File: src/rtl/f1_start_ctrl_if.sv
// Handshake and light-bar signals between the push-button top level and f1_start_ctrl.
// master drives the buttons, slave (the controller) drives the bar and reaction results.
interface f1_start_ctrl_if;
    logic        trigger;
    logic        react;
    logic [7:0]  data_out;
    logic        busy;
    logic        react_valid;
    logic [15:0] react_time;
    logic        false_start;

    modport master (
        output trigger, react,
        input  data_out, busy, react_valid, react_time, false_start
    );

    modport slave (
        input  trigger, react,
        output data_out, busy, react_valid, react_time, false_start
    );
endinterface

File: src/rtl/f1_start_ctrl.sv
// F1 race-start controller: lights 8 lamps one per tick, holds for a pseudo-random
// number of ticks, blanks the bar and measures the player's reaction time.
module f1_start_ctrl #(
    parameter int unsigned TICK_DIV  = 16,
    parameter int unsigned MIN_DELAY = 2
) (
    input  logic           clk,
    input  logic           rst,
    f1_start_ctrl_if.slave bus
);
    localparam int unsigned    TW        = $clog2(TICK_DIV);
    localparam logic [TW-1:0]  TICK_LAST = TW'(TICK_DIV - 1);

    typedef enum logic [2:0] {IDLE, LIGHTS, HOLD, GO, DONE} state_t;

    state_t        state, state_d;
    logic [TW-1:0] tick_cnt, tick_cnt_d;
    logic [3:0]    lamp, lamp_d;
    logic [15:0]   dly, dly_d;
    logic [15:0]   rcnt, rcnt_d;
    logic [15:0]   react_time_q, react_time_d;
    logic [7:0]    data_q, data_d;
    logic [7:0]    lfsr;
    logic          valid_q, valid_d;
    logic          fs_q, fs_d;
    logic          tick;

    assign tick = (tick_cnt == TICK_LAST);

    always_ff @(posedge clk or negedge rst) begin
        if (!rst) state <= IDLE;
        else      state <= state_d;
    end

    // A react seen in LIGHTS/HOLD aborts even when the same edge carries a tick.
    always_comb begin
        state_d = state;
        unique case (state)
            IDLE:   if (bus.trigger) state_d = LIGHTS;
            LIGHTS: if (bus.react) state_d = IDLE;
                    else if (tick && lamp == 4'd7) state_d = HOLD;
            HOLD:   if (bus.react) state_d = IDLE;
                    else if (tick && dly == 16'd1) state_d = GO;
            GO:     if (bus.react) state_d = DONE;
            DONE:   state_d = IDLE;
            default: state_d = IDLE;
        endcase
    end

    always_comb begin
        tick_cnt_d   = '0;
        lamp_d       = lamp;
        dly_d        = dly;
        rcnt_d       = rcnt;
        react_time_d = react_time_q;
        data_d       = data_q;
        valid_d      = 1'b0;
        fs_d         = 1'b0;
        unique case (state)
            IDLE: begin
                data_d = '0;
                if (bus.trigger) lamp_d = '0;
            end
            LIGHTS: begin
                tick_cnt_d = tick ? '0 : tick_cnt + TW'(1);
                if (bus.react) begin
                    fs_d   = 1'b1;
                    data_d = '0;
                end else if (tick) begin
                    lamp_d = lamp + 4'd1;
                    data_d = 8'((9'd1 << (lamp + 4'd1)) - 9'd1);
                    if (lamp == 4'd7) dly_d = 16'(MIN_DELAY) + {12'd0, lfsr[3:0]};
                end
            end
            HOLD: begin
                tick_cnt_d = tick ? '0 : tick_cnt + TW'(1);
                if (bus.react) begin
                    fs_d   = 1'b1;
                    data_d = '0;
                end else if (tick) begin
                    if (dly == 16'd1) begin
                        data_d = '0;
                        rcnt_d = '0;
                    end else begin
                        dly_d = dly - 16'd1;
                    end
                end
            end
            GO: begin
                data_d = '0;
                if (bus.react) begin
                    react_time_d = rcnt;
                    valid_d      = 1'b1;
                end else if (rcnt != '1) begin
                    rcnt_d = rcnt + 16'd1;
                end
            end
            DONE: ;
            default: ;
        endcase
    end

    always_ff @(posedge clk or negedge rst) begin
        if (!rst) begin
            tick_cnt     <= '0;
            lamp         <= '0;
            dly          <= '0;
            rcnt         <= '0;
            react_time_q <= '0;
            data_q       <= '0;
            valid_q      <= 1'b0;
            fs_q         <= 1'b0;
            lfsr         <= 8'h01;
        end else begin
            tick_cnt     <= tick_cnt_d;
            lamp         <= lamp_d;
            dly          <= dly_d;
            rcnt         <= rcnt_d;
            react_time_q <= react_time_d;
            data_q       <= data_d;
            valid_q      <= valid_d;
            fs_q         <= fs_d;
            lfsr         <= {lfsr[6:0], lfsr[7] ^ lfsr[5] ^ lfsr[4] ^ lfsr[3]};
        end
    end

    assign bus.data_out    = data_q;
    assign bus.busy        = (state != IDLE);
    assign bus.react_valid = valid_q;
    assign bus.react_time  = react_time_q;
    assign bus.false_start = fs_q;
endmodule

File: src/flat_wrapper.sv
// flat-port wrapper written by rule: the top's interface ports become plain ports
module f1_start_ctrl_flat 
#(
    parameter int unsigned TICK_DIV  = 16,
    parameter int unsigned MIN_DELAY = 2
)
  (clk, rst, bus_trigger, bus_react, bus_data_out, bus_busy, bus_react_valid, bus_react_time, bus_false_start);
  f1_start_ctrl_if bus_i ();
  input  logic clk;
  input  logic rst;
  input wire logic [$bits(bus_i.trigger)-1:0] bus_trigger;
  input wire logic [$bits(bus_i.react)-1:0] bus_react;
  output wire logic [$bits(bus_i.data_out)-1:0] bus_data_out;
  output wire logic [$bits(bus_i.busy)-1:0] bus_busy;
  output wire logic [$bits(bus_i.react_valid)-1:0] bus_react_valid;
  output wire logic [$bits(bus_i.react_time)-1:0] bus_react_time;
  output wire logic [$bits(bus_i.false_start)-1:0] bus_false_start;
  assign bus_i.trigger = bus_trigger;
  assign bus_i.react = bus_react;
  assign bus_data_out = bus_i.data_out;
  assign bus_busy = bus_i.busy;
  assign bus_react_valid = bus_i.react_valid;
  assign bus_react_time = bus_i.react_time;
  assign bus_false_start = bus_i.false_start;
  f1_start_ctrl #(.TICK_DIV(TICK_DIV), .MIN_DELAY(MIN_DELAY)) u_core (.clk(clk), .rst(rst), .bus(bus_i));
endmodule
File: config.mk
export PLATFORM = sky130hd
export DESIGN_NAME = f1_start_ctrl_flat
export DESIGN_NICKNAME = d
export VERILOG_FILES = /design/src/rtl/f1_start_ctrl_if.sv /design/src/rtl/f1_start_ctrl.sv /design/src/flat_wrapper.sv
export SDC_FILE = /design/constraint.sdc
export NUM_CORES = 1
export LEC_CHECK = 0
export BUFFER_PORTS_ARGS = -buffer_cell sky130_fd_sc_hd__buf_2
export CORE_MARGIN = 2
export CORE_UTILIZATION = 60
export CTS_CLUSTER_DIAMETER = 40
export DETAILED_ROUTE_END_ITERATION = 8
export GPL_TIMING_DRIVEN = 0
export MAX_ROUTING_LAYER = met4
export PLACE_DENSITY_LB_ADDON = 0.12
export SLEW_MARGIN = 20
export SYNTH_ARGS = -nofsm -noshare
export SYNTH_HDL_FRONTEND = slang
export SYNTH_SLANG_ARGS = --single-unit
File: constraint.sdc
create_clock -name clk -period 2.7 [get_ports clk]
set_input_delay 0.135 -clock clk [delete_from_list [all_inputs] [get_ports clk]]
set_output_delay 0.135 -clock clk [all_outputs]
set_load 0.02 [all_outputs]
After elaboration in Yosys (flattened, before gate mapping)
Index checks and enable logic that the tools add are counted.
{"block": "word_totals", "ff_bits": 77, "out_inout_bits": 27}
{"block": "classes", "add_sub_neg": 6, "n_shift": 1, "n_eq_ne": 23, "muxes": 35, "bitwise": 3, "n_reduce_logical": 16}
{"cell": "16-bit two-way mux", "n": 11}
{"cell": "16-bit one-hot mux with 2 select lines", "n": 2}
{"cell": "8-bit two-way mux", "n": 5}
{"cell": "8-bit one-hot mux with 3 select lines", "n": 1}
{"cell": "4-bit two-way mux", "n": 5}
{"cell": "3-bit two-way mux", "n": 6}
{"cell": "16-bit by 1-bit adder with 16-bit output (second input constant)", "n": 1}
{"cell": "16-bit by 1-bit == test with 1-bit output (second input constant)", "n": 1}
{"cell": "16-bit inequality test (second input constant)", "n": 1}
{"cell": "16-bit by 1-bit subtractor with 16-bit output (second input constant)", "n": 1}
{"cell": "3-bit by 2-bit inequality test with 1-bit output (second input constant)", "n": 5}
{"cell": "2-bit inequality test (second input constant)", "n": 6}
{"cell": "3-bit one-hot mux with 4 select lines", "n": 1}
{"cell": "4-bit AND reduction", "n": 3}
{"cell": "2-bit by 1-bit inequality test with 1-bit output (second input constant)", "n": 5}
{"cell": "4-bit by 1-bit adder with 4-bit output (second input constant)", "n": 2}
{"cell": "4-bit one-hot mux with 2 select lines", "n": 1}
{"cell": "1-bit by 4-bit << shifter with 8-bit output (first input constant)", "n": 1}
{"cell": "8-bit by 1-bit subtractor with 8-bit output (second input constant)", "n": 1}
{"cell": "7-bit AND reduction", "n": 1}
{"cell": "3-bit by 2-bit == test with 1-bit output (second input constant)", "n": 2}
{"cell": "6-bit AND reduction", "n": 1}
{"cell": "2-bit nonzero test", "n": 3}
{"cell": "3-bit nonzero test", "n": 2}
{"cell": "other kinds (10)", "n": 16}

Logic depth before layout (Yosys ltp)
{"block": "depth", "depth_word": 6, "mapped_depth": 12, "ltp_nobuf": 11}

Least setup slack after synthesis
Ideal clock, no wire load.
{"block": "synth_timing", "path_kind": "register to register", "startpoint": "register u_core.lamp[0]", "endpoint": "register u_core.data_q[6], in the netlist u_core.bus.data_out[6]", "t_arrival_ns": 2.050, "required_ns": 2.577, "setup_slack_ns": 0.527, "setup_ns": 0.123, "path_stages_with_launch": 13, "n_path_buf": 1, "cell_sequence": "dfrtp_1 ha_1 buf_4 and2_1 a21oi_1 o22ai_1 nand2_1 ha_1 inv_1 a21oi_1 a31o_2 a21oi_1 o2bb2ai_1"}
{"block": "synth_via", "elab_chain_cells": 6}
{"item": "from (decl)", "line": "f1_start_ctrl.sv:18", "source": "logic [3:0] lamp, lamp_d;"}
{"item": "from (signal assigned)", "line": "f1_start_ctrl.sv:116", "source": "lamp <= lamp_d;"}
{"item": "4-bit by 1-bit adder with 4-bit output", "line": "f1_start_ctrl.sv:71", "source": "data_d = 8'((9'd1 << (lamp + 4'd1)) - 9'd1);"}
{"item": "1-bit by 4-bit << shifter with 8-bit output", "line": "f1_start_ctrl.sv:71"}
{"item": "8-bit by 1-bit subtractor with 8-bit output", "line": "f1_start_ctrl.sv:71"}
{"item": "8-bit two-way mux", "line": "f1_start_ctrl.sv:69", "source": "end else if (tick) begin"}
{"item": "8-bit two-way mux", "line": "f1_start_ctrl.sv:66", "source": "if (bus.react) begin"}
{"item": "8-bit one-hot mux with 3 select lines", "line": "f1_start_ctrl.sv:59", "source": "unique case (state)"}
{"item": "to (signal assigned)", "line": "f1_start_ctrl.sv:120", "source": "data_q <= data_d;"}
{"item": "to (decl)", "line": "f1_start_ctrl.sv:22", "source": "logic [7:0] data_q, data_d;"}
No other way between the ends. The select of a mux whose other input is x is not followed.
A chain may end at the register's enable or synchronous reset.

Worst setup path in the final report
Same ends and word-level chain as after synthesis.

==> impl_metrics.csv <==
group,metric,value,unit
cts,clkTransAtPathRegs,0.08,ns
critical_path,end_kind,"flip-flop",
cts,cts_tree,"yes",
sta,tns,0,ns
placement,place_area,0.00431,mm²
drt,via_per_inst,6.04,
power,power_leakage,0.00216,µW
floorplanning,rows,29,
floorplanning,dieWidth,86.0,µm
critical_path,r2r_start,"u_core.lamp[0]",
power,clockPowerShare,37.0,%
sta,report.final.slew_viol_count,0,
global_routing,global_route.usage.met2,39.6,%
power,ir_drop,0.404,mV
placement,gp_congestion,0.855,
sta,fin_skew,0.00698,ns
synthesis,ys_warn_count,0,
cts,cts_setup_buffers,0,
final_layout,fin_nets,463,
final_layout,post-route-util,70.0,%
critical_path,critPathKind,"flip-flop to flip-flop",
power,internal_power,1540,µW
final_layout,antennaDiodeCount,0,
power,comb_power_share,5.5,%
global_routing,gr-usage-all-layers,24.6,%
final_layout,fill_cells,488,
critical_path,start_kind,"flip-flop",
critical_path,cp-endpoint,"u_core.bus.data_out[6]",
floorplanning,die_area,0.00740,mm²
drt,vias,3202,
critical_path,critical_path.max_stage_delay,0.49,ns
cts,root_buffer,"clkbuf_8",
cts,cts_max_level,3,
global_routing,gr-max-usage-layer,"met2",
floorplanning,initial_utilization,62.9,%
drt,drtAntennaViolNets,0,
placement,dp_slack,0.152,ns
job,maxCapViolCount,0,
global_routing,grt_overflow_total,0,
sta,fin_hold_ws,0.117,ns
critical_path,cp_num_cells,12,
synthesis,synthFlopType,"dfrtp_1",
status,status,"completed",
synthesis,synth_seq_area_share,47.8,%
floorplanning,die_y,86.0,µm
drt,wl_per_cell,15.4,µm
critical_path,cp_top_family,"compound AO/OA/AOI/OAI gates",
critical_path,r2r-end,"u_core.bus.data_out[6]",
critical_path,cp_common_cell,"a21oi_1",
critical_path,path_max_fanout,9,
drt,drc,0,
synthesis,syn_area_per_cell,9.97,µm²
final_layout,syn_to_final_growth,11.4,%
drt,postRouteWirelength,8170,µm
global_routing,grt_max_degree,55,
global_routing,grt_use_met1,31.6,%
synthesis,synth_nets,420,
final_layout,drive_above_1_share,19.6,%
sta,clock.fmax,402,MHz
critical_path,crit_path_start,"u_core.lamp[0]",
synthesis,synth-edff-count,0,
synthesis,postSynth.asyncResetShare,100,%
synthesis,syn_area,0.00404,mm²
synthesis,yosys.area.top_type,"dfrtp_1",
critical_path,cp.required,2.94,ns
sta,post-route-period-util,92.1,%
critical_path,regToRegSetupSlack,0.21,ns
critical_path,arrival,2.73,ns
synthesis,netlist_top_cells_area,"dfrtp_1 (47%), nand2_1 (3.8%), mux2_2 (3.6%)",
global_routing,grt_pass1_wl,14100,µm
min_path,hold_path_class,"primary input to flip-flop",
critical_path,slowest_stage,"dfrtp_1",
drt,first_pass_iters,4,
sta,setup_viol,0,
sta,worstMarginPinSlew,0.955,ns
synthesis,ys_top_cells_by_count,"dfrtp_1 (76), nand2_1 (41), o21ai_0 (24)",
placement,dp_hpwl,5740,µm
power,p_seq_share,57.5,%
sta,min_period,2.49,ns
synthesis,yosysTopAreaCellShare,47.1,%
cts,cts_buffer_depth,2,
placement,port-buffer-count,30,
synthesis,yosysMostFrequentCell,"dfrtp_1",
sta,hold_violations,0,
final_layout,final_area,0.00450,mm²
drt,drt_iter0_markers,160,
critical_path,crit_chain,"ha_1, buf_4, and2_1, a21oi_1, o22ai_2, nand2_1, ha_1, inv_1, a21oi_1, a31o_2, a21oi_1, o2bb2ai_1",
floorplanning,ioPinCount,31,
cts,numClockSinks,77,
sta,maxSlewHeadroom,35.9,%
power,switching_share,25.1,%
synthesis,ys_seq_elements,77,
floorplanning,coreArea,0.00642,mm²
cts,clkLatencyLatePin,0.35,ns
global_routing,grt_pass1_vias,3081,
sta,rsz0062_at_grt,"false",
global_routing,antenna_found_initial,0,
sta,fin_ws,0.212,ns
synthesis,yosysUniqueCellTypes,62,
power,power.switching,517,µW
synthesis,synthCells,405,
global_routing,grt.met3_usage,4.62,%
critical_path,r2r_cells,12,
power,p_per_area,458,mW/mm²
critical_path,crit_buf_inv,2,
cts,numCtsBuffers,9,
registers in the layout, summed over array words and instances (netlist names):
register                cells
u_core.bus.data_out         8
u_core.tick_cnt             4
u_core.state                3
u_core.dly                 16
u_core.bus.false_start      1
u_core.lamp                 4
u_core.bus.react_valid      1
u_core.lfsr                 8
u_core.rcnt                16
u_core.bus.react_time      16
cell type report:
| type | instances | area (µm²) | share of cell area, % |
|---|---|---|---|
| repair buffers | 32 | 190 | 4.23 |
| inverters | 15 | 56.3 | 1.25 |
| clock buffers | 10 | 128 | 2.84 |
| clock inverters | 6 | 40.0 | 0.890 |
| multi-input cells | 296 | 1950 | 43.4 |
| flip-flops and latches | 77 | 1930 | 42.9 |
| well taps | 77 | 96.3 | 2.14 |
| plain buffers | 17 | 105 | 2.34 |
worst min path at each step:
stage	start	end	slack, ns	depth (start not counted)
2_1_floorplan	rst	u_core.bus.data_out[0]	-0.16	0
3_3_place_gp	u_core.lfsr[6]	u_core.lfsr[7]	0.33	0
3_5_place_dp	rst	u_core.bus.data_out[2]	0.06	1
4_1_cts	bus_trigger	u_core.state[0]	0.10	3
5_1_grt	bus_trigger	u_core.state[0]	0.13	3
6_report	bus_trigger	u_core.state[0]	0.12	3
metal layers:
metal,routed length (µm),share of wire (%)
met2,3930,48
met1,3760,46
met4,146,1.8
met5,0,0
met3,325,4.0
power by group through the flow:
stage / Sequential [µW] / Clock, µW / Combinational [µW]
6_report: 1190 / 763 / 113
5_1_grt: 1190 / 836 / 128
4_1_cts: 1180 / 784 / 115
3_5_place_dp: 1210 / 0 / 114
3_3_place_gp: 1210 / 0 / 105
2_1_floorplan: 1210 / 0 / 61.6
stage by stage:
stage | power (µW) | std cells
3_5_place_dp | 1320 | 513
5_1_grt | 2150 | 530
2_1_floorplan | 1270 | 405
4_1_cts | 2080 | 530
3_3_place_gp | 1310 | 512
6_report | 2060 | 530
logic make-up (layout without fill, tap and decap cells):
| kind of cell | after synthesis | after routing | synth area share (%) |
|---|---|---|---|
| buffers and inverters | 32 | 80 | 4.00 |
| AOI/OAI and AO/OA | 97 | 97 | 16.1 |
| muxes | 24 | 24 | 6.35 |
| DFF | 77 | 77 | 47.8 |
| and+or+nand+nor | 155 | 155 | 20.4 |
| adders and majority gates | 11 | 11 | 3.41 |
| xor gates and xnor gates | 9 | 9 | 1.95 |
worst min-delay path: cells and delay by family:
kind	cells	cell delay [ns]
compound gates	2	0.19
buf+inv	1	0.10
layout by cell type, fill, tap and decap left out, types with 4 or more instances in the layout:
master | Yosys | routed
o21ai_0 | 24 | 24
nor3_1 | 8 | 8
ha_1 | 11 | 11
a22o_1 | 5 | 5
xnor2_1 | 6 | 6
nand2b_1 | 9 | 9
mux2i_1 | 11 | 11
and2_1 | 4 | 4
or3_1 | 14 | 14
nand4_1 | 6 | 6
buf_4 | 3 | 4
clkbuf_1 | 5 | 6
buf_2 | 6 | 35
a31oi_1 | 10 | 10
o31ai_1 | 4 | 4
and3_1 | 4 | 4
a21o_1 | 4 | 4
mux2_2 | 13 | 13
nand2_1 | 41 | 41
clkbuf_8 | 0 | 9
inv_1 | 15 | 15
nand3_1 | 21 | 21
a21oi_1 | 22 | 22
dfrtp_1 | 76 | 76
or4_1 | 4 | 4
nor2_1 | 22 | 22
repair_timing:
action / in CTS / in global routing
gates resized for setup: 0 / 1
setup endpoints to repair: 0 / 1
endpoints found under the hold margin: 23 / 0
hold buffers: 1 / 0
No activity file was read; power rests on OpenSTA's default activity.
